`src/rtl/uart_pkg.sv`:
```
// Shared UART definitions: receiver state encoding, default baud constant and
// parity-mode constants reused by the transmit side.
package uart_pkg;

  typedef enum logic [2:0] {
    StIdle,
    StStart,
    StData,
    StParity,
    StStop,
    StWaitHigh
  } rx_state_e;

  // 100 MHz system clock at 115200 baud.
  localparam int unsigned DefaultClksPerBit = 868;

  localparam logic ParityEven = 1'b0;
  localparam logic ParityOdd  = 1'b1;

  // Rounded clock-cycles-per-bit for a given clock frequency and baud rate.
  function automatic int unsigned clks_per_bit(input int unsigned clk_hz,
                                               input int unsigned baud);
    return (clk_hz + baud / 2) / baud;
  endfunction

endpackage

```
`src/rtl/uart_rx_fifo.sv`:
```
// Synchronous FIFO with registered head output; simultaneous push and pop are
// both honoured, including when full.
module uart_rx_fifo #(
  parameter int unsigned WIDTH = 8,
  parameter int unsigned DEPTH = 4
) (
  input  logic                     clk,
  input  logic                     reset,
  input  logic                     i_push,
  input  logic [WIDTH-1:0]         i_push_data,
  input  logic                     i_pop,
  output logic [WIDTH-1:0]         o_head,
  output logic                     o_full,
  output logic                     o_empty,
  output logic [$clog2(DEPTH):0]   o_count
);

  localparam int unsigned PtrW = $clog2(DEPTH);
  localparam logic [PtrW:0] CountFull = (PtrW + 1)'(DEPTH);

  logic [WIDTH-1:0] r_mem [DEPTH];
  logic [PtrW-1:0]  r_wr_ptr;
  logic [PtrW-1:0]  r_rd_ptr;
  logic [PtrW:0]    r_count;
  logic             w_do_push;
  logic             w_do_pop;

  assign o_empty   = (r_count == '0);
  assign o_full    = (r_count == CountFull);
  assign w_do_pop  = i_pop & ~o_empty;
  // A push into a full FIFO is accepted only when a pop frees a slot the same cycle.
  assign w_do_push = i_push & (~o_full | w_do_pop);

  always_ff @(posedge clk or posedge reset) begin
    if (reset) begin
      r_mem    <= '{default: '0};
      r_wr_ptr <= '0;
      r_rd_ptr <= '0;
      r_count  <= '0;
    end else begin
      if (w_do_push) begin
        r_mem[r_wr_ptr] <= i_push_data;
        r_wr_ptr        <= r_wr_ptr + 1'b1;
      end
      if (w_do_pop) begin
        r_rd_ptr <= r_rd_ptr + 1'b1;
      end
      case ({w_do_push, w_do_pop})
        2'b10:   r_count <= r_count + 1'b1;
        2'b01:   r_count <= r_count - 1'b1;
        default: r_count <= r_count;
      endcase
    end
  end

  assign o_head  = r_mem[r_rd_ptr];
  assign o_count = r_count;

endmodule

```
`src/rtl/uart_rx_param.sv`:
```
// Parametrised UART receiver: 2-FF synchroniser, 3-sample majority voting,
// false-start rejection, sticky error flags and a small receive FIFO.
module uart_rx_param
  import uart_pkg::*;
#(
  parameter int unsigned CLKS_PER_BIT = DefaultClksPerBit,
  parameter int unsigned DATA_BITS    = 8,
  parameter int unsigned PARITY_EN    = 0,
  parameter int unsigned PARITY_ODD   = 0,
  parameter int unsigned STOP_BITS    = 1,
  parameter int unsigned FIFO_DEPTH   = 4
) (
  input  logic                          clk,
  input  logic                          reset,
  input  logic                          rx_in,
  input  logic                          rx_data_clear,
  input  logic                          err_clear,
  output logic [DATA_BITS-1:0]          rx_data,
  output logic                          rx_data_ready,
  output logic [$clog2(FIFO_DEPTH):0]   fifo_count,
  output logic                          frame_err,
  output logic                          parity_err,
  output logic                          overrun_err
);

  localparam int unsigned CntW = $clog2(CLKS_PER_BIT);
  localparam int unsigned Mid  = CLKS_PER_BIT / 2;
  localparam logic [CntW-1:0] SampA   = CntW'(Mid - 1);
  localparam logic [CntW-1:0] SampB   = CntW'(Mid);
  localparam logic [CntW-1:0] SampC   = CntW'(Mid + 1);
  localparam logic [CntW-1:0] CntLast = CntW'(CLKS_PER_BIT - 1);
  localparam logic [3:0]      LastBit  = 4'(DATA_BITS - 1);
  localparam logic            LastStop = 1'(STOP_BITS - 1);
  localparam logic            HasParity = (PARITY_EN != 0);
  localparam logic            ParMode   = (PARITY_ODD != 0) ? ParityOdd : ParityEven;

  rx_state_e             r_state, w_state_d;
  logic                  r_sync1, r_sync2;
  logic [CntW-1:0]       r_cnt, w_cnt_d;
  logic [1:0]            r_samp, w_samp_d;
  logic [3:0]            r_bit_idx, w_bit_idx_d;
  logic                  r_stop_idx, w_stop_idx_d;
  logic [DATA_BITS-1:0]  r_shift, w_shift_d;
  logic                  r_par_bad, w_par_bad_d;
  logic                  r_stop_bad, w_stop_bad_d;
  logic                  r_frame_err, r_parity_err, r_overrun_err;

  logic w_maj, w_mid_end, w_bit_end, w_commit;
  logic w_set_frame, w_set_parity, w_set_overrun, w_push;
  logic w_fifo_full, w_fifo_empty;

  assign w_maj     = (r_samp[0] & r_samp[1]) | (r_samp[0] & r_sync2) | (r_samp[1] & r_sync2);
  assign w_mid_end = (r_cnt == SampC);
  assign w_bit_end = (r_cnt == CntLast);

  always_ff @(posedge clk or posedge reset) begin
    if (reset) begin
      r_sync1    <= 1'b1;
      r_sync2    <= 1'b1;
      r_state    <= StIdle;
      r_cnt      <= '0;
      r_samp     <= '0;
      r_bit_idx  <= '0;
      r_stop_idx <= 1'b0;
      r_shift    <= '0;
      r_par_bad  <= 1'b0;
      r_stop_bad <= 1'b0;
    end else begin
      r_sync1    <= rx_in;
      r_sync2    <= r_sync1;
      r_state    <= w_state_d;
      r_cnt      <= w_cnt_d;
      r_samp     <= w_samp_d;
      r_bit_idx  <= w_bit_idx_d;
      r_stop_idx <= w_stop_idx_d;
      r_shift    <= w_shift_d;
      r_par_bad  <= w_par_bad_d;
      r_stop_bad <= w_stop_bad_d;
    end
  end

  always_comb begin
    w_state_d    = r_state;
    w_cnt_d      = r_cnt + 1'b1;
    w_samp_d     = r_samp;
    w_bit_idx_d  = r_bit_idx;
    w_stop_idx_d = r_stop_idx;
    w_shift_d    = r_shift;
    w_par_bad_d  = r_par_bad;
    w_stop_bad_d = r_stop_bad;
    w_commit     = 1'b0;

    // The third sample is the live synchronised value at SampC.
    if (r_cnt == SampA) w_samp_d[0] = r_sync2;
    if (r_cnt == SampB) w_samp_d[1] = r_sync2;

    unique case (r_state)
      StIdle: begin
        w_cnt_d      = '0;
        w_bit_idx_d  = '0;
        w_stop_idx_d = 1'b0;
        w_par_bad_d  = 1'b0;
        w_stop_bad_d = 1'b0;
        if (!r_sync2) w_state_d = StStart;
      end
      StStart: begin
        if (w_mid_end && w_maj) begin
          w_state_d = StIdle;
        end else if (w_bit_end) begin
          w_state_d = StData;
          w_cnt_d   = '0;
        end
      end
      StData: begin
        if (w_mid_end) w_shift_d = {w_maj, r_shift[DATA_BITS-1:1]};
        if (w_bit_end) begin
          w_cnt_d = '0;
          if (r_bit_idx == LastBit) begin
            w_state_d = HasParity ? StParity : StStop;
          end else begin
            w_bit_idx_d = r_bit_idx + 1'b1;
          end
        end
      end
      StParity: begin
        if (w_mid_end) w_par_bad_d = w_maj ^ (^r_shift) ^ ParMode;
        if (w_bit_end) begin
          w_cnt_d   = '0;
          w_state_d = StStop;
        end
      end
      StStop: begin
        if (w_mid_end) begin
          if (!w_maj) w_stop_bad_d = 1'b1;
          if (r_stop_idx == LastStop) begin
            w_commit  = 1'b1;
            w_cnt_d   = '0;
            w_state_d = r_sync2 ? StIdle : StWaitHigh;
          end
        end else if (w_bit_end) begin
          w_cnt_d      = '0;
          w_stop_idx_d = r_stop_idx + 1'b1;
        end
      end
      StWaitHigh: begin
        w_cnt_d = '0;
        if (r_sync2) w_state_d = StIdle;
      end
      default: w_state_d = StIdle;
    endcase
  end

  // Commit priority: framing, then parity, then overrun, else push.
  assign w_set_frame   = w_commit & w_stop_bad_d;
  assign w_set_parity  = w_commit & ~w_stop_bad_d & r_par_bad;
  assign w_set_overrun = w_commit & ~w_stop_bad_d & ~r_par_bad & w_fifo_full & ~rx_data_clear;
  assign w_push        = w_commit & ~w_stop_bad_d & ~r_par_bad & ~w_set_overrun;

  always_ff @(posedge clk or posedge reset) begin
    if (reset) begin
      r_frame_err   <= 1'b0;
      r_parity_err  <= 1'b0;
      r_overrun_err <= 1'b0;
    end else begin
      r_frame_err   <= w_set_frame   | (r_frame_err   & ~err_clear);
      r_parity_err  <= w_set_parity  | (r_parity_err  & ~err_clear);
      r_overrun_err <= w_set_overrun | (r_overrun_err & ~err_clear);
    end
  end

  uart_rx_fifo #(
    .WIDTH (DATA_BITS),
    .DEPTH (FIFO_DEPTH)
  ) u_fifo (
    .clk         (clk),
    .reset       (reset),
    .i_push      (w_push),
    .i_push_data (r_shift),
    .i_pop       (rx_data_clear),
    .o_head      (rx_data),
    .o_full      (w_fifo_full),
    .o_empty     (w_fifo_empty),
    .o_count     (fifo_count)
  );

  assign rx_data_ready = ~w_fifo_empty;
  assign frame_err     = r_frame_err;
  assign parity_err    = r_parity_err;
  assign overrun_err   = r_overrun_err;

endmodule

```
`config.mk`:
```
export PLATFORM = sky130hd
export DESIGN_NAME = uart_rx_param
export DESIGN_NICKNAME = d
export VERILOG_FILES = /design/src/rtl/uart_pkg.sv /design/src/rtl/uart_rx_fifo.sv /design/src/rtl/uart_rx_param.sv
export SDC_FILE = /design/constraint.sdc
export NUM_CORES = 1
export LEC_CHECK = 0
export CAP_MARGIN = 20
export CORE_UTILIZATION = 45
export DETAILED_ROUTE_END_ITERATION = 12
export HOLD_SLACK_MARGIN = 0.05
export PLACE_DENSITY_LB_ADDON = 0.2
export SLEW_MARGIN = 20
export SYNTH_ARGS = -nofsm -noshare
export SYNTH_HDL_FRONTEND = slang
export SYNTH_SLANG_ARGS = --single-unit
```
`constraint.sdc`:
```
create_clock -name clk -period 3.8 [get_ports clk]
set_input_delay 0.76 -clock clk [delete_from_list [all_inputs] [get_ports clk]]
set_output_delay 0.76 -clock clk [all_outputs]
set_load 0.01 [all_outputs]
```
After elaboration in Yosys (flattened, before gate mapping)
Index checks and enable logic that the tools add are counted.
{"block": "totals", "regBits": 74, "input_bits": 5, "output_inout_bits": 15, "word_cells": 140}
{"block": "op_classes", "addsub": 7, "n_lt_le_gt_ge": 3, "n_eq_ne": 25, "muxes": 37, "bitwise_logic": 31, "reduce_logical": 16}
{"op": "$mux W10", "n": 4}
{"op": "$pmux W10 S4", "n": 1}
{"op": "$bwmux W32", "n": 1}
{"op": "$eq A10 B9 Y1 const B", "n": 3}
{"op": "$mux W3", "n": 10}
{"op": "$mux W8", "n": 3}
{"op": "$ne A2 B2 Y1 const B", "n": 11}
{"op": "$pmux W3 S6", "n": 1}
{"op": "$bmux W8 S2", "n": 1}
{"op": "$demux W8 S2", "n": 1}
{"op": "$and A1 B1 Y1", "n": 15}
{"op": "$add A10 B1 Y10 const B", "n": 1}
{"op": "$eq A10 B10 Y1 const B", "n": 1}
{"op": "$eq A3 B3 Y1 const B", "n": 3}
{"op": "$mux W1", "n": 8}
{"op": "$mux W4", "n": 2}
{"op": "$pmux W4 S2", "n": 1}
{"op": "$reduce_and A8 Y1", "n": 1}
{"op": "$reduce_bool A2 Y1", "n": 4}
{"op": "$reduce_xor A8 Y1", "n": 1}
{"op": "$not A1 Y1", "n": 7}
{"op": "$eq A3 B2 Y1 const B", "n": 2}
{"op": "$ge A3 B3 Y1 const B", "n": 2}
{"op": "$logic_not A3 Y1", "n": 2}
{"op": "20 further kinds", "n": 33}

Longest topological paths before layout
{"block": "logic_depth", "word_depth": 16, "mapped_depth": 11}

Modules after synthesis
Synthesis repeated with hierarchy kept, for this count alone.
{"block": "hier_totals", "hier_cells": 299, "area_unflattened_um2": 3707.3}
{"mod": "uart_rx_param", "n_inst": 1, "cells_per_inst": 183, "area_per_inst_um2": 1901.8, "seq_area_each_um2": 878.3}
{"mod": "uart_rx_fifo", "n_inst": 1, "cells_per_inst": 116, "area_per_inst_um2": 1805.5, "seq_area_each_um2": 975.9}

Worst setup path after synthesis
OpenSTA, ideal clock, no wires.
{"block": "synth_path", "path_kind": "input port to flip-flop", "from": "in rx_data_clear", "to": "reg u_fifo.r_count[2], in the netlist u_fifo.o_count[2]", "setup_time_ns": 0.079, "t_arrival_ns": 2.584, "slack_ns": 1.136, "cell_stages": 10, "cell_sequence": "nor4b_1 -> nor3b_2 -> and3_1 -> inv_1 -> ha_1 -> inv_1 -> fa_1 -> xor2_1 -> nor2_1 -> xor2_1"}
{"block": "synth_between", "elab_chain_cells": 7, "word_cells_on_any_way": 11}
{"element": "from (decl)", "line_no": "uart_rx_param.sv:16", "source": "input logic rx_data_clear,"}
{"element": "$not A1 Y1", "line_no": "uart_rx_param.sv:156", "source": "assign w_set_overrun = w_commit & ~w_stop_bad_d & ~r_par_bad & w_fifo_full & ~rx_data_clear;"}
{"element": "$and A1 B1 Y1", "line_no": "uart_rx_param.sv:156"}
{"element": "$not A1 Y1", "line_no": "uart_rx_param.sv:157", "source": "assign w_push = w_commit & ~w_stop_bad_d & ~r_par_bad & ~w_set_overrun;"}
{"element": "$and A1 B1 Y1", "line_no": "uart_rx_param.sv:157"}
{"element": "$and A1 B1 Y1", "line_no": "uart_rx_fifo.sv:32", "source": "assign w_do_push = i_push & (~o_full | w_do_pop);"}
{"element": "$eq A2 B1 Y1 / $eq A2 B2 Y1 (equally long branches)", "line_no": "uart_rx_fifo.sv:48", "source": "case ({w_do_push, w_do_pop})"}
{"element": "$pmux W3 S2 / $reduce_bool A2 Y1 (equally long branches)"}
{"element": "to (signal assigned)", "line_no": "uart_rx_fifo.sv:49", "source": "2'b10: r_count <= r_count + 1'b1;"}
{"element": "to (signal assigned)", "line_no": "uart_rx_fifo.sv:50", "source": "2'b01: r_count <= r_count - 1'b1;"}
{"element": "to (signal assigned)", "line_no": "uart_rx_fifo.sv:51", "source": "default: r_count <= r_count;"}
{"element": "to (decl)", "line_no": "uart_rx_fifo.sv:24", "source": "logic [PtrW:0] r_count;"}
Parallel ways exist; a longest one is shown, timed or not.
A chain may end at the register's enable or synchronous reset.

Worst setup path in the final report
Ends and elaborated chain as after synthesis.

==> results.toml <==
[die]
die_area_um2 = 8450
initial_standard_cell_utilization_of_the_core = 0.468
rows = 32
io_pins = 20
die_w_um = 91.9
floorplan_core_area_um2 = 7770
die_height_um = 91.9

[worst_setup_path]
cp_data_arrival_time_ps = 3150
crit_chain = "clkdlybuf4s50_1 -> nor4b_1 -> nor3b_2 -> and3_1 -> inv_1 -> ha_1 -> inv_1 -> fa_1 -> xor2_1 -> nor2_1 -> xor2_1"
worst_path_max_delay_cell = "clkdlybuf4s50_1"
worstRegToRegCells = 11
timing.setup.critical_path_class = "in -> reg"
timing.rr.end = "u_fifo.o_count[2]$_DFFE_PP0P_"
worst_path_largest_cell_delay_ps = 410
endpoint_kind = "register"
critical_path_peak_fanout = 5
origin_of_the_critical_flop_to_flop_path = "r_state[1]$_DFFE_PP0P_"
timing.reg2reg.setup_slack_ps = 1090
cp.required_ps = 4070
critPathLaunchType = "input pin"

[min_path]
worst_hold_endpoint = "r_sync2$_DFF_PP1_"
hold_path_class = "reg -> reg"
hold-path-cell-count = 0
min-delay-start = "r_sync1$_DFF_PP1_"

[timing]
rsz0062_at_grt = "false"
final.setup.worst_slack_ps = 920
min_period_ps = 2880
timing.final.hold_violations = 0
worst_clock_skew_ps = 9.83
max_freq_mhz = 347
hold_ws_ps = 366
timing_worst_slew_pin_value_ps = 938
final_min_period_over_clock_period = 0.758
slew_headroom = 0.365
timing.final.max_slew_violations = 0
final_report_setup_violation_count = 0
setup-tns-final_ps = 0

[cts]
cts_resized = 0
postCtsHoldBufs = 0
cts_post_setup_buffers_inserted = 0
path_clk_slew_ps = 80
clock_tree.htree_level_count = 3
clkSinkCount = 74
tritoncts = "yes"
clock_latency_ps = 340
root_buffer = "clkbuf_8"
longest_clk_path_bufs = 2
clock_buffers_created_by_tritoncts = 9

[placed_design]
io_buffer_count = 19
detailed_place_hpwl_mm = 4.55
place_congestion = 0.722
dpl-instance-area_um2 = 3950
place_worst_setup_slack_ps = 517
place.detailed.instances = 398

[logic_synthesis]
synthesis.area_per_instance_um2 = 12.9
yosysSeqAreaShare = 0.510
post_synthesis_instance_total = 283
synth.net_count = 298
ys.warnings.count = 0
synth_enable_flop_cells = 0
synthDistinctLibCells = 46
syn_area_um2 = 3640
asyncSetResetFlopFracSynth = 1.00
most_instantiated_flip_flop_cell_in_the_synthesis_netlist = "dfrtp_1"
synth_seq_cells = 74

[power_and_ir_drop]
total_leakage_power_nw = 1.92
power.density_nw_per_um2 = 399
power.total_mw = 1.65
power.ir.vdd_worst_uv = 179

[layout]
layout-area-overhead-vs-synth_pct = 13.6
final_layout_size_suffix_gt1_frac = 0.260
fillers = 687
finalNonFillerCells = 414
fin_util = 0.532
antennaDiodeCount = 0
final_area_um2 = 4130
nNetsFinal = 322

[grt]
initial_antenna_violation_count = 0
overflow = 0
grt_use_total = 0.176
grt_start_max_net_pins = 34
grt_pass1_vias = 2267
wire_length_of_the_first_global_routing_pass_mm = 11.5

[detailed_routing]
vias_per_cell = 5.41
wirelength_per_cell_um = 15.6
drt_iter0_drc = 110
first_pass_iters = 4
route.vias.total = 2240
detail_route.wirelength_mm = 6.45
drc = 0
antenna_left = 0

[run]
number_of_max_cap_violations = 0

[status]
outcome = "complete, no violations"
-- metal layers --
layer  GRT usage  part of all wire
met1       0.233              0.46
met2       0.288              0.50
met3      0.0357             0.032
met4      0.0625             0.014
met5           0                 0
-- state kept, by name, indices dropped and copies added (netlist names), 2 cells and up --
name / flops
u_fifo.r_mem: 32
r_shift: 8
r_state: 3
u_fifo.r_wr_ptr: 2
u_fifo.r_rd_ptr: 2
u_fifo.o_count: 3
r_bit_idx: 4
r_samp: 2
r_cnt: 10
-- area by class of cell --
class | instances | area, um2 | area share
clock buffers | 11 | 151 | 0.0366
clock inverters | 5 | 37.5 | 0.00908
inverters | 17 | 63.8 | 0.0154
multi-input cells | 183 | 1690 | 0.408
flip-flops and latches | 74 | 1850 | 0.449
well taps | 102 | 128 | 0.0309
repair buffers | 22 | 213 | 0.0515
-- worst max-delay path by stage --
stage | from | end | slack [ps]
after floorplan | rx_data_clear | u_fifo.o_count[2]$_DFFE_PP0P_ | 1140
after global placement | rx_data_clear | u_fifo.o_count[2]$_DFFE_PP0P_ | 580
after CTS | rx_data_clear | u_fifo.o_count[2]$_DFFE_PP0P_ | 900
final | rx_data_clear | u_fifo.o_count[2]$_DFFE_PP0P_ | 920
after detailed placement | rx_data_clear | u_fifo.o_count[2]$_DFFE_PP0P_ | 520
after global routing | rx_data_clear | u_fifo.o_count[2]$_DFFE_PP0P_ | 690
-- cell usage after synthesis (all sizes together), types with 2 or more instances --
| cell type | number | area (um2) |
|---|---|---|
| a21oi | 4 | 20.0 |
| a41oi | 2 | 17.5 |
| and2 | 6 | 37.5 |
| and3 | 4 | 25.0 |
| clkbuf | 8 | 30.0 |
| dfrtp | 72 | 1800 |
| dfstp | 2 | 52.6 |
| ha | 9 | 113 |
| inv | 17 | 63.8 |
| mux2 | 43 | 484 |
| mux2i | 4 | 40.0 |
| mux4 | 8 | 180 |
| nand2 | 9 | 33.8 |
| nand2b | 2 | 12.5 |
| nand3 | 7 | 35.0 |
| nand4 | 6 | 97.6 |
| nand4b | 2 | 17.5 |
| nor2 | 18 | 67.6 |
| nor2b | 3 | 18.8 |
| nor3 | 6 | 30.0 |
| nor3b | 2 | 20.0 |
| nor4b | 2 | 32.5 |
| nor4bb | 2 | 20.0 |
| o21ai | 6 | 30.0 |
| o311ai | 2 | 17.5 |
| o31ai | 2 | 15.0 |
| o32ai | 2 | 17.5 |
| xnor2 | 13 | 114 |
| xor2 | 7 | 61.3 |
-- where the power goes --
part | switching, mW | internal [mW] | leakage, nW
combinational | 0.0738 | 0.113 | 0.829
clock | 0.298 | 0.275 | 0.0919
sequential | 0.0723 | 0.817 | 0.996
total | 0.444 | 1.21 | 1.92
-- cell families (layout without fill, tap and decap cells) --
| group | after synthesis | count (layout) | synth area share |
|---|---|---|---|
| buffers and inverters | 26 | 55 | 0.0268 |
| AO/OA/AOI/OAI | 23 | 23 | 0.0430 |
| XOR/XNOR | 21 | 21 | 0.0543 |
| flip-flops | 74 | 74 | 0.510 |
| adder cells (fa/ha/maj) | 11 | 11 | 0.0392 |
| multiplexers | 55 | 55 | 0.194 |
| AND/OR/NAND/NOR | 73 | 73 | 0.133 |
-- critical path, delay by kind of cell --
kind | cells | cell delay [ps]
xor gates and xnor gates | 2 | 300
and+or+nand+nor | 4 | 1020
buffers and inverters | 3 | 530
adders and majority gates | 2 | 540
-- layout by cell type (no fill, tap or decap), drive strengths merged, types with 2 or more instances in the layout --
cell           instances
ha                     9
mux2i                  4
nor4b                  2
and3                   4
a41oi                  2
nand4b                 2
nor4bb                 2
dfrtp                 72
xor2                   7
xnor2                 13
mux4                   8
and2                   6
inv                   18
o21ai                  6
nand2                  9
mux2                  43
nor2b                  3
clkbuf                11
buf                    3
clkdlybuf4s50         19
clkinvlp               2
nand2b                 2
nand4                  6
nand3                  7
nor3                   6
nor3b                  2
o32ai                  2
nor2                  18
o31ai                  2
dfstp                  2
o311ai                 2
a21oi                  4
clkinv                 2
Power figures use the tool's default switching activity.
